**src/rtl/register_file_burst_reader.sv**
```systemverilog
// Burst reader for the async-read register file: walks raddress from base_addr for
// `length` beats and streams each word out on valid/ready with a last flag.
// Optional XOR checksum output is enabled by REGISTER_FILE_BURST_READER_CHECKSUM_EN.
module register_file_burst_reader #(
   parameter int M          = 32,
   parameter int WIDTH      = 8,
   parameter int ADDR_WIDTH = 5
) (
   input  logic                  clk,
   input  logic                  reset_n,
   input  logic                  ce,
   input  logic                  start,
   input  logic [ADDR_WIDTH-1:0] base_addr,
   input  logic [ADDR_WIDTH:0]   length,
   output logic                  busy,
   output logic                  done,
   output logic [ADDR_WIDTH-1:0] raddress,
   input  logic [WIDTH-1:0]      rdata,
   output logic [WIDTH-1:0]      m_data,
   output logic                  m_valid,
   input  logic                  m_ready,
   output logic                  m_last
`ifdef REGISTER_FILE_BURST_READER_CHECKSUM_EN
   ,
   output logic [WIDTH-1:0]      checksum
`endif
);

   typedef enum logic [1:0] {S_IDLE, S_READ, S_DRAIN, S_DONE} state_t;

   localparam logic [ADDR_WIDTH:0]   M_CNT     = (ADDR_WIDTH+1)'(M);
   localparam logic [ADDR_WIDTH:0]   REM_ONE   = (ADDR_WIDTH+1)'(1);
   localparam logic [ADDR_WIDTH-1:0] ADDR_LAST = ADDR_WIDTH'(M-1);
   localparam logic [ADDR_WIDTH-1:0] ADDR_ONE  = ADDR_WIDTH'(1);

   state_t                state_q, state_d;
   logic [ADDR_WIDTH-1:0] raddr_q, raddr_d;
   logic [ADDR_WIDTH:0]   rem_q, rem_d;
   logic [WIDTH-1:0]      data_q, data_d;
   logic                  valid_q, valid_d;
   logic                  last_q, last_d;
   logic                  accept;
   logic                  xfer;
   logic                  free;

   assign xfer = valid_q && m_ready;
   // The output register can be refilled on the same edge it is drained.
   assign free = !valid_q || m_ready;

   always_comb begin
      state_d = state_q;
      raddr_d = raddr_q;
      rem_d   = rem_q;
      data_d  = data_q;
      valid_d = valid_q;
      last_d  = last_q;
      accept  = 1'b0;
      case (state_q)
         S_IDLE: begin
            if (start) begin
               accept  = 1'b1;
               raddr_d = ({1'b0, base_addr} >= M_CNT) ? '0 : base_addr;
               rem_d   = (length > M_CNT) ? M_CNT : length;
               state_d = (length == '0) ? S_DONE : S_READ;
            end
         end
         S_READ: begin
            if (free) begin
               data_d  = rdata;
               valid_d = 1'b1;
               last_d  = (rem_q == REM_ONE);
               raddr_d = (raddr_q == ADDR_LAST) ? '0 : raddr_q + ADDR_ONE;
               rem_d   = rem_q - REM_ONE;
               if (rem_q == REM_ONE) state_d = S_DRAIN;
            end
         end
         S_DRAIN: begin
            if (xfer) begin
               valid_d = 1'b0;
               last_d  = 1'b0;
               state_d = S_DONE;
            end
         end
         S_DONE:  state_d = S_IDLE;
         default: state_d = S_IDLE;
      endcase
   end

   always_ff @(posedge clk or negedge reset_n) begin
      if (!reset_n) begin
         state_q <= S_IDLE;
         raddr_q <= '0;
         rem_q   <= '0;
         data_q  <= '0;
         valid_q <= 1'b0;
         last_q  <= 1'b0;
      end else if (ce) begin
         state_q <= state_d;
         raddr_q <= raddr_d;
         rem_q   <= rem_d;
         data_q  <= data_d;
         valid_q <= valid_d;
         last_q  <= last_d;
      end
   end

`ifdef REGISTER_FILE_BURST_READER_CHECKSUM_EN
   logic [WIDTH-1:0] csum_q, csum_d;

   always_comb begin
      csum_d = csum_q;
      if (accept)    csum_d = '0;
      else if (xfer) csum_d = csum_q ^ data_q;
   end

   always_ff @(posedge clk or negedge reset_n) begin
      if (!reset_n)  csum_q <= '0;
      else if (ce)   csum_q <= csum_d;
   end

   assign checksum = csum_q;
`endif

   assign busy     = (state_q != S_IDLE);
   assign done     = (state_q == S_DONE);
   assign raddress = raddr_q;
   assign m_data   = data_q;
   assign m_valid  = valid_q;
   assign m_last   = last_q;

endmodule

```
**config.mk**
```make
export PLATFORM = sky130hd
export DESIGN_NAME = register_file_burst_reader
export DESIGN_NICKNAME = d
export VERILOG_FILES = /design/src/rtl/register_file_burst_reader.sv
export SDC_FILE = /design/constraint.sdc
export NUM_CORES = 1
export LEC_CHECK = 0
export ABC_AREA = 1
export ABC_CLOCK_PERIOD_IN_PS = 2350
export CAP_MARGIN = 5
export CORE_MARGIN = 8
export CORE_UTILIZATION = 50
export CTS_CLUSTER_DIAMETER = 30
export CTS_CLUSTER_SIZE = 40
export DETAILED_ROUTE_END_ITERATION = 10
export PLACE_DENSITY_LB_ADDON = 0.25
export SETUP_SLACK_MARGIN = 0.3
export SYNTH_ARGS = -nofsm -noshare
export SYNTH_HDL_FRONTEND = slang
export SYNTH_SLANG_ARGS = --single-unit
```
**constraint.sdc**
```tcl
create_clock -name clk -period 2.35 [get_ports clk]
set_clock_uncertainty 0.05 [all_clocks]
set_input_delay 0.5875 -clock clk [delete_from_list [all_inputs] [get_ports clk]]
set_output_delay 0.5875 -clock clk [all_outputs]
set_load 0.1 [all_outputs]
```
Word-level counts from Yosys, hierarchy flattened
Index checks and enable logic that the tools add are counted.
{"block": "op_classes", "div": 0, "mul": 0, "n_shift": 0, "bitwise": 0, "n_lt_le_gt_ge": 1, "mux": 19, "reduce_logical": 12, "eq_ne": 9, "add_sub_neg": 2}
{"operator": "two-way mux 6 bit", "n": 3}
{"operator": "two-way mux 5 bit", "n": 3}
{"operator": "case mux 6 bit (2 select lines)", "n": 1}
{"operator": "two-way mux 2 bit", "n": 5}
{"operator": "case mux 5 bit (2 select lines)", "n": 1}
{"operator": "inequality test 2 bit, second input constant", "n": 4}
{"operator": "case mux 2 bit (4 select lines)", "n": 1}
{"operator": "AND reduction 4 bit", "n": 2}
{"operator": "== test 6 x 1 -> 1 bit, second input constant", "n": 1}
{"operator": "greater-than comparator 6 bit, second input constant", "n": 1}
{"operator": "logical NOT 6 bit", "n": 1}
{"operator": "nonzero test 2 bit", "n": 3}
{"operator": "subtractor 6 x 1 -> 6 bit, second input constant", "n": 1}
{"operator": "adder 5 x 1 -> 5 bit, second input constant", "n": 1}
{"operator": "== test 5 bit, second input constant", "n": 1}
{"operator": "AND reduction 5 bit", "n": 1}
{"operator": "== test 2 bit, second input constant", "n": 2}
{"operator": "case mux 1 bit (2 select lines)", "n": 2}
{"operator": "two-way mux 1 bit", "n": 3}
{"operator": "AND reduction 3 bit", "n": 1}
{"operator": "== test 2 x 1 -> 1 bit, second input constant", "n": 1}
{"operator": "logical NOT 2 bit", "n": 1}
{"operator": "logical AND 1 bit", "n": 1}
{"operator": "logical NOT 1 bit", "n": 1}
{"operator": "logical OR 1 bit", "n": 1}
{"block": "totals", "mem_count": 0, "latchBits": 0, "out_inout_bits": 17, "ram_bits": 0, "rom_bits": 0, "regBits": 23}

Longest topological paths before layout
Gate-level depths: netlist of the first run.
{"block": "depth", "ltp_word": 4, "mapped_depth": 9, "depth_no_buf": 9}

Least setup slack after synthesis of the first run
Ideal clock, no wire load.
{"block": "synth_timing", "kind": "reg-to-reg", "start": "register raddr_q[1] (netlist: raddress[1])", "end": "register raddr_q[1] (netlist: raddress[1])", "required_time_ps": 2180, "stages_incl_launch_ff": 9, "n_path_buf": 0, "t_arrival_ps": 1915, "slack_ps": 265, "setup_time_ps": 120, "period_less_slack_ps": 2085, "cell_sequence": "dfrtp_1 -> ha_1 -> nand2_1 -> nor2_1 -> ha_1 -> nor2_4 -> a22o_1 -> nand2_1 -> nand2_1"}
{"block": "synth_via", "elab_chain_len": 4, "word_cells_on_any_way": 5, "cone_classes": "add/sub (1); eq/ne (1); mux (3)"}
{"element": "from (decl)", "line_no": "37", "source": "logic [ADDR_WIDTH-1:0] raddr_q, raddr_d;"}
{"element": "from (signal assigned)", "line_no": "99", "source": "raddr_q <= raddr_d;"}
{"element": "adder 5 x 1 -> 5 bit / == test 5 bit (equally long branches)", "line_no": "72", "source": "raddr_d = (raddr_q == ADDR_LAST) ? '0 : raddr_q + ADDR_ONE;"}
{"element": "two-way mux 5 bit *", "line_no": "72"}
{"element": "two-way mux 5 bit *", "line_no": "68", "source": "if (free) begin"}
{"element": "case mux 5 bit (2 select lines) *", "line_no": "58", "source": "case (state_q)"}
Every way passes the cells marked *; elsewhere a longest branch is shown, timed or not. The select of a mux whose other input is x is not followed.
A chain may end at the register's enable or synchronous reset.

Worst setup path after layout of the first run
{"block": "layout_timing", "start": "register state_q[0]", "end": "output busy"}
{"block": "layout_via", "elab_chain_len": 1}
{"element": "from (decl)", "line_no": "36", "source": "state_t state_q, state_d;"}
{"element": "from (signal assigned)", "line_no": "98", "source": "state_q <= state_d;"}
{"element": "nonzero test 2 bit", "line_no": "124", "source": "assign busy = (state_q != S_IDLE);"}
{"element": "to (decl)", "line_no": "15", "source": "output logic busy,"}
Every way passes these cells.

==> run_results.csv, run 1 <==
group,metric,value,unit
logic_synthesis,yosys-top-cells-area,"dfrtp_1 41%, nand2_1 22%, ha_1 7.2%",
drt,drtIter0Drc,93,
sta,worstMarginPinSlew,0.468,ns
logic_synthesis,synthCells,194,
grt,antenna_found_initial,0,
sta,slew_headroom,68.8,%
grt,grt_pass1_vias,1216,
drt,vias,1315,
clock_tree,root_buffer,"clkbuf_4",
sta,period_share,82.8,%
clock_tree,holdBufCountCts,0,
floorplanning,num_rows,19,
cells_and_area,area_growth,31.9,%
status,run_status,"complete, no violations",
drt,wl_met2,1470,µm
drt,drt-met1-wl,1500,µm
sta,setup_viol,0,
floorplanning,die_h,68.9,µm
drt,wl_met3,240,µm
grt,track_usage,14.2,%
logic_synthesis,yosys_warnings,0,
logic_synthesis,yosysTopAreaCell,"dfrtp_1",
drt,route.detailed.drc,0,
clock_tree,clock_latency,0.31,ns
logic_synthesis,synth-main-ff-cell,"dfrtp_1",
clock_tree,clk_pin_slew_worst_paths,0.13,ns
sta,rsz0062_at_grt,"no",
drt,wire_per_inst,12.0,µm
logic_synthesis,synth_top_area_share,41.1,%
logic_synthesis,ys_top_cells_by_count,"83 x nand2_1, 23 x dfrtp_1, 17 x nor2_1, 15 x inv_1, 12 x nand3_1",
setup_path,crit_path_start_kind,"flip-flop",
cells_and_area,drive_gt1_share,16.8,%
logic_synthesis,yosysSeqAreaShare,41.1,%
drt,top_layer,"met4",
setup_path,critPathMaxFanout,4,
sta,setup_tns,0,ns
sta,finalMaxSlewViolations,0,
drt,firstDrtPassIters,4,
setup_path,required,1.71,ns
min_path,hp-class,"reg2reg",
sta,finalHoldViolCount,0,
clock_tree,cts_tree,"yes",
place,dp_hpwl,2560,µm
setup_path,cp.arrival,1.31,ns
floorplanning,initial_core_util,51.6,%
logic_synthesis,yosysMostFrequentCell,"nand2_1",
cells_and_area,fin_nets,271,
drt,postRouteAntennaNets,0,
sta,max_freq,514,MHz
grt,grt_max_degree,24,
logic_synthesis,synth_nets,226,
clock_tree,cts.sinks,23,
logic_synthesis,yosysUniqueCellTypes,23,
floorplanning,dieArea,4750,µm²
logic_synthesis,synth_edf_count,0,
floorplanning,io_pins,41,
setup_path,crit_type,"reg2out",
clock_tree,cts_inserted_buffers,3,
logic_synthesis,syn_avg_cell_area,7.21,µm²
place,gp_congestion,0.809,
grt,grt_pass1_wl,5270,µm
logic_synthesis,ys_async_sr_fraction,100,%
grt,overflow,0,
job,cap_viol_max_count,0,
setup_path,cp-end-kind,"output pin",
floorplanning,die_x,68.9,µm
clock_tree,htreeDepth,1,
logic_synthesis,synth-seq-cells,23,
logic_synthesis,syn_area,1400,µm²
cells_and_area,post-route-util,68.1,%
drt,routed_wl,3230,µm
clock_tree,cts_max_path_buffers,2,
sta,layout_min_cycle_time,1.95,ns
drt,viasPerCell,4.89,
place,io_buffer_count,40,
floorplanning,core_area,2710,µm²
cells_and_area,antenna_cells,0,
-- placed cells by master (no fill, tap or decap), drive strengths merged --
cell,instances
a21oi,5
a22o,1
a22oi,1
buf,21
clkbuf,3
clkdlybuf4s50,23
clkinv,1
dfrtp,23
ha,8
inv,18
nand2,87
nand3,12
nand4,2
nor2,19
nor3,1
o21ai,10
or2,2
xnor2,1
-- sequential cells by signal, indices dropped and copies added (netlist names) --
register  cells
m_data        8
m_last        1
m_valid       1
raddress      5
rem_q         6
state_q       2
-- routing by layer --
metal,global-route usage [%],up-vias
met5,0,-
met4,4.26,0
met3,2.91,2
met2,22.8,35
met1,18.7,583
li1,-,695
-- path summary, 6_finish.rpt --
path | slack (ns) | start | cells past startpoint | end
setup reg to reg | 0.62 | state_q[0]$_DFFE_PN0P_ | 8 | rem_q[2]$_DFFE_PN0P_
max in group asynchronous | 1.43 | reset_n | 2 | raddress[0]$_DFFE_PN0P_
setup / recovery | 0.40 | state_q[0]$_DFFE_PN0P_ | 4 | busy
min in group asynchronous | 0.57 | reset_n | 2 | m_data[0]$_DFFE_PN0P_
hold reg to reg | 0.43 | m_data[5]$_DFFE_PN0P_ | 2 | m_data[5]$_DFFE_PN0P_
hold / removal | 0.43 | m_data[5]$_DFFE_PN0P_ | 2 | m_data[5]$_DFFE_PN0P_
-- kinds of logic (layout without fill, tap and decap cells) --
kind of cell               after synthesis  count (layout)  synth area share [%]
and+or+nand+nor                        123             123                  36.7
DFF                                     23              23                  41.1
buffers and inverters                   22              66                  7.33
AOI/OAI and AO/OA                       17              17                  7.07
adders and majority gates                8               8                  7.16
xor gates and xnor gates                 1               1                 0.626
-- timing repair --
action / CTS / global route
resized for setup: 0 / 1
endpoints found under the hold margin: 0 / 0
setup buffers: 0 / 1
setup endpoints to repair: 0 / 1
-- through the flow --
step	std cells	hold slack, ns	worst slack [ns]	cell area, µm²
final	269	0.435	0.404	1850
after global routing	269	0.477	0.316	1850
after CTS	268	0.441	0.327	1840
after detailed placement	264	0.410	0.283	1810
after global placement	264	0.405	0.344	1810
after floorplan	194	0.242	0.441	1400
-- cell type report --
class	instances	area, µm²
Fill cell	252	865
Multi-Input combinational cell	149	721
Sequential cell	23	578
Timing Repair Buffer	44	413
Inverter	18	67.6
Tap cell	31	38.8
Clock buffer	3	22.5
Clock inverter	1	5.00
-- critical path: stages, from the launching register on --
cell and delay, ns:
dfrtp_1 0.41, inv_1 0.08, ha_1 0.23, inv_2 0.11
buf_12 0.18
Power of run 1 is not shown: default switching activity piles up to over one toggle a cycle in this logic, so the estimate is an artifact.
==> run 2, diff against run 1 <==
--- a/config.mk
+++ b/config.mk
@@ -6,10 +6,10 @@
 export NUM_CORES = 1
 export LEC_CHECK = 0
 export ABC_AREA = 1
-export ABC_CLOCK_PERIOD_IN_PS = 2350
+export ABC_CLOCK_PERIOD_IN_PS = 1900
 export CAP_MARGIN = 5
 export CORE_MARGIN = 8
-export CORE_UTILIZATION = 50
+export CORE_UTILIZATION = 47
 export CTS_CLUSTER_DIAMETER = 30
 export CTS_CLUSTER_SIZE = 40
 export DETAILED_ROUTE_END_ITERATION = 10
==> constraint.sdc (replaced) <==
create_clock -name clk -period 1.9 [get_ports clk]
set_clock_uncertainty 0.05 [all_clocks]
set_input_delay 0.475 -clock clk [delete_from_list [all_inputs] [get_ports clk]]
set_output_delay 0.475 -clock clk [all_outputs]
set_load 0.1 [all_outputs]
==> run 2 against run 1 <==
Effect of this change: core utilization rose by 11 points; count of clock-buffer cells in the layout is the same; first-iteration DRC count fell by 29%; die area increased by 4.9%; critical path type unchanged; non-clock buffer count up 9.
==> run_results.csv, run 2 (same netlist as run 1, synthesis figures left out) <==
group,metric,value,unit
cells_and_area,drive_gt1_share,25.1,%
floorplanning,die_x,70.6,µm
cells_and_area,largest_reg_flops,8,
sta,period_share,90.8,%
grt,grt_pass1_vias,1555,
setup_path,r2r_cells,8,
setup_path,critPathMaxFanout,3,
floorplanning,core_area,2780,µm²
floorplanning,die_h,70.6,µm
sta,slew_headroom,80.4,%
setup_path,rrSetupSlack,0.26,ns
clock_tree,root_buffer,"clkbuf_4",
job,cap_viol_max_count,0,
setup_path,crit_type,"reg2out",
drt,route.detailed.drc,0,
floorplanning,io_pins,41,
drt,vias,1463,
grt,overflow,0,
clock_tree,cts_tree,"yes",
drt,viasPerCell,5.26,
floorplanning,num_rows,19,
cells_and_area,post-route-util,79.1,%
status,run_status,"complete, no violations",
clock_tree,holdBufCountCts,0,
drt,firstDrtPassIters,4,
cells_and_area,layout_common_cells,"83 x nand2_1, 23 x clkdlybuf4s50_1, 18 x buf_12",
grt,track_usage,15.0,%
grt,grt_max_degree,24,
sta,setup_tns,0,ns
setup_path,crit_path_start,"state_q[0]$_DFFE_PN0P_",
sta,fin_ws,0.174,ns
drt,wire_per_inst,14.1,µm
sta,max_freq,579,MHz
cells_and_area,antenna_cells,0,
drt,drtIter0Drc,66,
setup_path,crit_path_start_kind,"flip-flop",
cells_and_area,mostFrequentLayoutCell,"nand2_1",
setup_path,reg2reg_from,"state_q[0]$_DFFE_PN0P_",
grt,antenna_found_initial,0,
place,pre_cts_ws,0.0888,ns
clock_tree,cts.sinks,23,
min_path,hp-class,"in2async",
sta,rsz0062_at_grt,"yes",
drt,routed_wl,3910,µm
clock_tree,clk_pin_slew_worst_paths,0.13,ns
grt,grt_pass1_wl,6450,µm
setup_path,required,1.37,ns
cells_and_area,fin_nets,280,
place,gp_congestion,0.877,
sta,layout_min_cycle_time,1.73,ns
sta,worstMarginPinSlew,0.293,ns
place,io_buffer_count,40,
sta,finalMaxSlewViolations,0,
clock_tree,cts_max_path_buffers,2,
sta,setup_viol,0,
clock_tree,htreeDepth,1,
cells_and_area,area_growth,57.3,%
clock_tree,cts_inserted_buffers,3,
setup_path,cp-end-kind,"output pin",
drt,postRouteAntennaNets,0,
clock_tree,clock_latency,0.32,ns
setup_path,cp.arrival,1.20,ns
floorplanning,dieArea,4980,µm²
sta,finalHoldViolCount,0,
floorplanning,initial_core_util,50.3,%
place,dp_hpwl,2820,µm
==> run 2: cell count changes in the layout (fill, tap and decap cells not counted), sizes merged <==
cell,change
buf,+9
==> run 2: worst max-delay path, stage by stage, from the launching register on <==
cell and delay (ns):
dfrtp_1 0.43, buf_6 0.14, ha_4 0.16, buf_12 0.16
==> run 2: metrics by stage <==
stage	hold slack, ns	area, µm²	std cells
after global placement	0.450	2050	266
after floorplan	0.129	1430	194
after CTS	0.458	2160	276
final	0.444	2200	278
after detailed placement	0.467	2050	266
after global routing	0.475	2200	278
==> run 2: path summary, 6_finish.rpt <==
path	to
max reg2reg	raddress[1]$_DFFE_PN0P_
max in group asynchronous	raddress[1]$_DFFE_PN0P_
min in group clk	m_data[4]$_DFFE_PN0P_
min	raddress[0]$_DFFE_PN0P_
min reg2reg	m_data[4]$_DFFE_PN0P_
max	done
==> run 2: layout make-up <==
| cell class | instances | area, µm² |
|---|---|---|
| fillers | 178 | 581 |
| clock inverters | 1 | 5.00 |
| flip-flops and latches | 23 | 588 |
| inverters | 18 | 72.6 |
| clock buffers | 3 | 22.5 |
| well taps | 31 | 38.8 |
| repair buffers | 53 | 688 |
| multi-input cells | 149 | 786 |
==> run 2: layer usage <==
layer  track usage (%)  vias to the layer above  routed length, µm  part of all wire, %
met5                 0                        -                  0                    0
met2              27.5                       62               2030                   52
met4              5.47                        0                 55                  1.4
met3              3.63                        6                283                  7.2
met1              16.4                      685               1550                   40
li1                  -                      710                  -                    -
==> run 2: repair_timing <==
item | 4_1_cts | 5_1_grt
pin swaps | 1 | 6
buffers inserted | 6 | 2
endpoints found under the setup margin | 11 | 15
resized for setup | 9 | 8
Power of run 2 is left out for the same reason.
==> run 3, diff against run 2 <==
--- a/config.mk
+++ b/config.mk
@@ -7,14 +7,14 @@
 export LEC_CHECK = 0
 export ABC_AREA = 1
 export ABC_CLOCK_PERIOD_IN_PS = 1900
-export CAP_MARGIN = 5
+export CAP_MARGIN = 25
 export CORE_MARGIN = 8
 export CORE_UTILIZATION = 47
 export CTS_CLUSTER_DIAMETER = 30
 export CTS_CLUSTER_SIZE = 40
 export DETAILED_ROUTE_END_ITERATION = 10
 export PLACE_DENSITY_LB_ADDON = 0.25
-export SETUP_SLACK_MARGIN = 0.3
+export SETUP_SLACK_MARGIN = 0.4
 export SYNTH_ARGS = -nofsm -noshare
 export SYNTH_HDL_FRONTEND = slang
 export SYNTH_SLANG_ARGS = --single-unit
==> run 3 against run 2 <==
Effect of this change: global-route usage decreased by 0.65 points; flip-flop and latch count unchanged; critical endpoint is now busy; final area grew 8.8%; core utilization is 7.0 points higher; first-iteration DRC count up 97%; fmax down 1.8%; non-clock buffer count grew 9; largest cell class unchanged; hold slack worse by 0.017 ns; final cell count rose by 3.6%.
==> run_results.csv, run 3 (same netlist as run 1, synthesis figures left out) <==
group,metric,value,unit
status,run_status,"complete, no violations",
sta,max_freq,569,MHz
cells_and_area,mostFrequentLayoutCell,"nand2_1",
cells_and_area,drive_gt1_share,35.0,%
clock_tree,root_buffer,"clkbuf_4",
setup_path,crit_type,"reg2out",
floorplanning,die_h,70.6,µm
sta,period_share,92.5,%
min_path,hp-class,"in2async",
setup_path,critPathMaxFanout,3,
drt,drtIter0Drc,130,
place,io_buffer_count,40,
clock_tree,cts_inserted_buffers,3,
cells_and_area,fillCellCount,122,
drt,viasPerCell,5.52,
sta,finalMaxSlewViolations,0,
clock_tree,cts_tree,"yes",
setup_path,required,1.37,ns
sta,setup_viol,0,
floorplanning,initial_core_util,50.3,%
job,cap_viol_max_count,0,
cells_and_area,largest_reg_flops,8,
floorplanning,core_area,2780,µm²
drt,firstDrtPassIters,4,
setup_path,r2r_cells,8,
drt,postRouteAntennaNets,0,
floorplanning,io_pins,41,
drt,vias,1591,
setup_path,reg2reg_from,"state_q[1]$_DFFE_PN0P_",
sta,finalHoldViolCount,0,
grt,track_usage,14.4,%
setup_path,crit_path_start_kind,"flip-flop",
setup_path,cp-end-kind,"output pin",
drt,route.detailed.drc,0,
sta,layout_min_cycle_time,1.76,ns
clock_tree,clk_pin_slew_worst_paths,0.13,ns
grt,grt_pass1_vias,1409,
setup_path,r2r_end,"m_data[6]$_DFFE_PN0P_",
clock_tree,cts.sinks,23,
grt,grt_pass1_wl,6120,µm
clock_tree,htreeDepth,1,
floorplanning,num_rows,19,
grt,antenna_found_initial,0,
setup_path,rrSetupSlack,0.28,ns
cells_and_area,antenna_cells,0,
place,placed_cell_area,2030,µm²
grt,grt_max_degree,24,
cells_and_area,fin_nets,290,
clock_tree,cts_max_path_buffers,2,
cells_and_area,layout_common_cells,"78 x nand2_1, 22 x clkdlybuf4s50_1, 17 x dfrtp_1, 17 x buf_12, 15 x buf_4",
place,dp_hpwl,2620,µm
sta,worstMarginPinSlew,0.283,ns
grt,overflow,0,
drt,routed_wl,4970,µm
clock_tree,clock_latency,0.32,ns
sta,rsz0062_at_grt,"yes",
sta,setup_tns,0,ns
drt,wire_per_inst,17.3,µm
clock_tree,holdBufCountCts,0,
cells_and_area,stdcell_area,2390,µm²
floorplanning,die_x,70.6,µm
setup_path,cp.arrival,1.23,ns
floorplanning,dieArea,4980,µm²
sta,slew_headroom,81.2,%
cells_and_area,area_growth,71.2,%
place,gp_congestion,0.859,
## run 3: metal layers
metal / global-route usage, % / vias to the layer above / wire, µm
li1: - / 735 / -
met1: 17.6 / 754 / 1940
met2: 24.1 / 86 / 2490
met3: 4.74 / 16 / 391
met4: 3.06 / 0 / 147
met5: 0 / - / 0
## run 3: worst max-delay path by stage
stage | start | end | cells past startpoint
final | state_q[0]$_DFFE_PN0P_ | busy | 4
after CTS | state_q[1]$_DFFE_PN0P_ | done | 3
after global placement | m_ready | rem_q[1]$_DFFE_PN0P_ | 8
after floorplan | state_q[0]$_DFFE_PN0P_ | busy | 3
after global routing | state_q[0]$_DFFE_PN0P_ | busy | 4
after detailed placement | m_ready | rem_q[1]$_DFFE_PN0P_ | 8
## run 3: what timing repair did
action | 4_1_cts | 5_1_grt
endpoints found under the setup margin | 26 | 29
gates resized for setup | 17 | 37
gates cloned | 0 | 2
pin swaps | 4 | 23
setup buffers | 9 | 8
## run 3: critical path, cell delays in order, from the launching register on
cell and delay (ns):
dfrtp_1 0.43, inv_2 0.08, ha_4 0.17, inv_4 0.06
buf_12 0.16
## run 3: stage by stage
stage	utilization [%]	hold slack [ns]	cells	setup WS, ns
global route	86.1	0.455	288	0.102
floorplan	-	0.129	194	0.104
finish	86.1	0.427	288	0.143
CTS	78.5	0.455	278	0.206
detailed placement	73.1	0.463	265	0.0883
global placement	73.1	0.457	265	0.130
## run 3: cell type report
class                   instances  area (µm²)  area share, %
multi-input cells             150         900           37.6
repair buffers                 62         764           31.9
flip-flops and latches         23         588           24.6
inverters                      18        77.6           3.24
well taps                      31        38.8           1.62
clock buffers                   4        26.3           1.10
Power of run 3 is left out for the same reason.
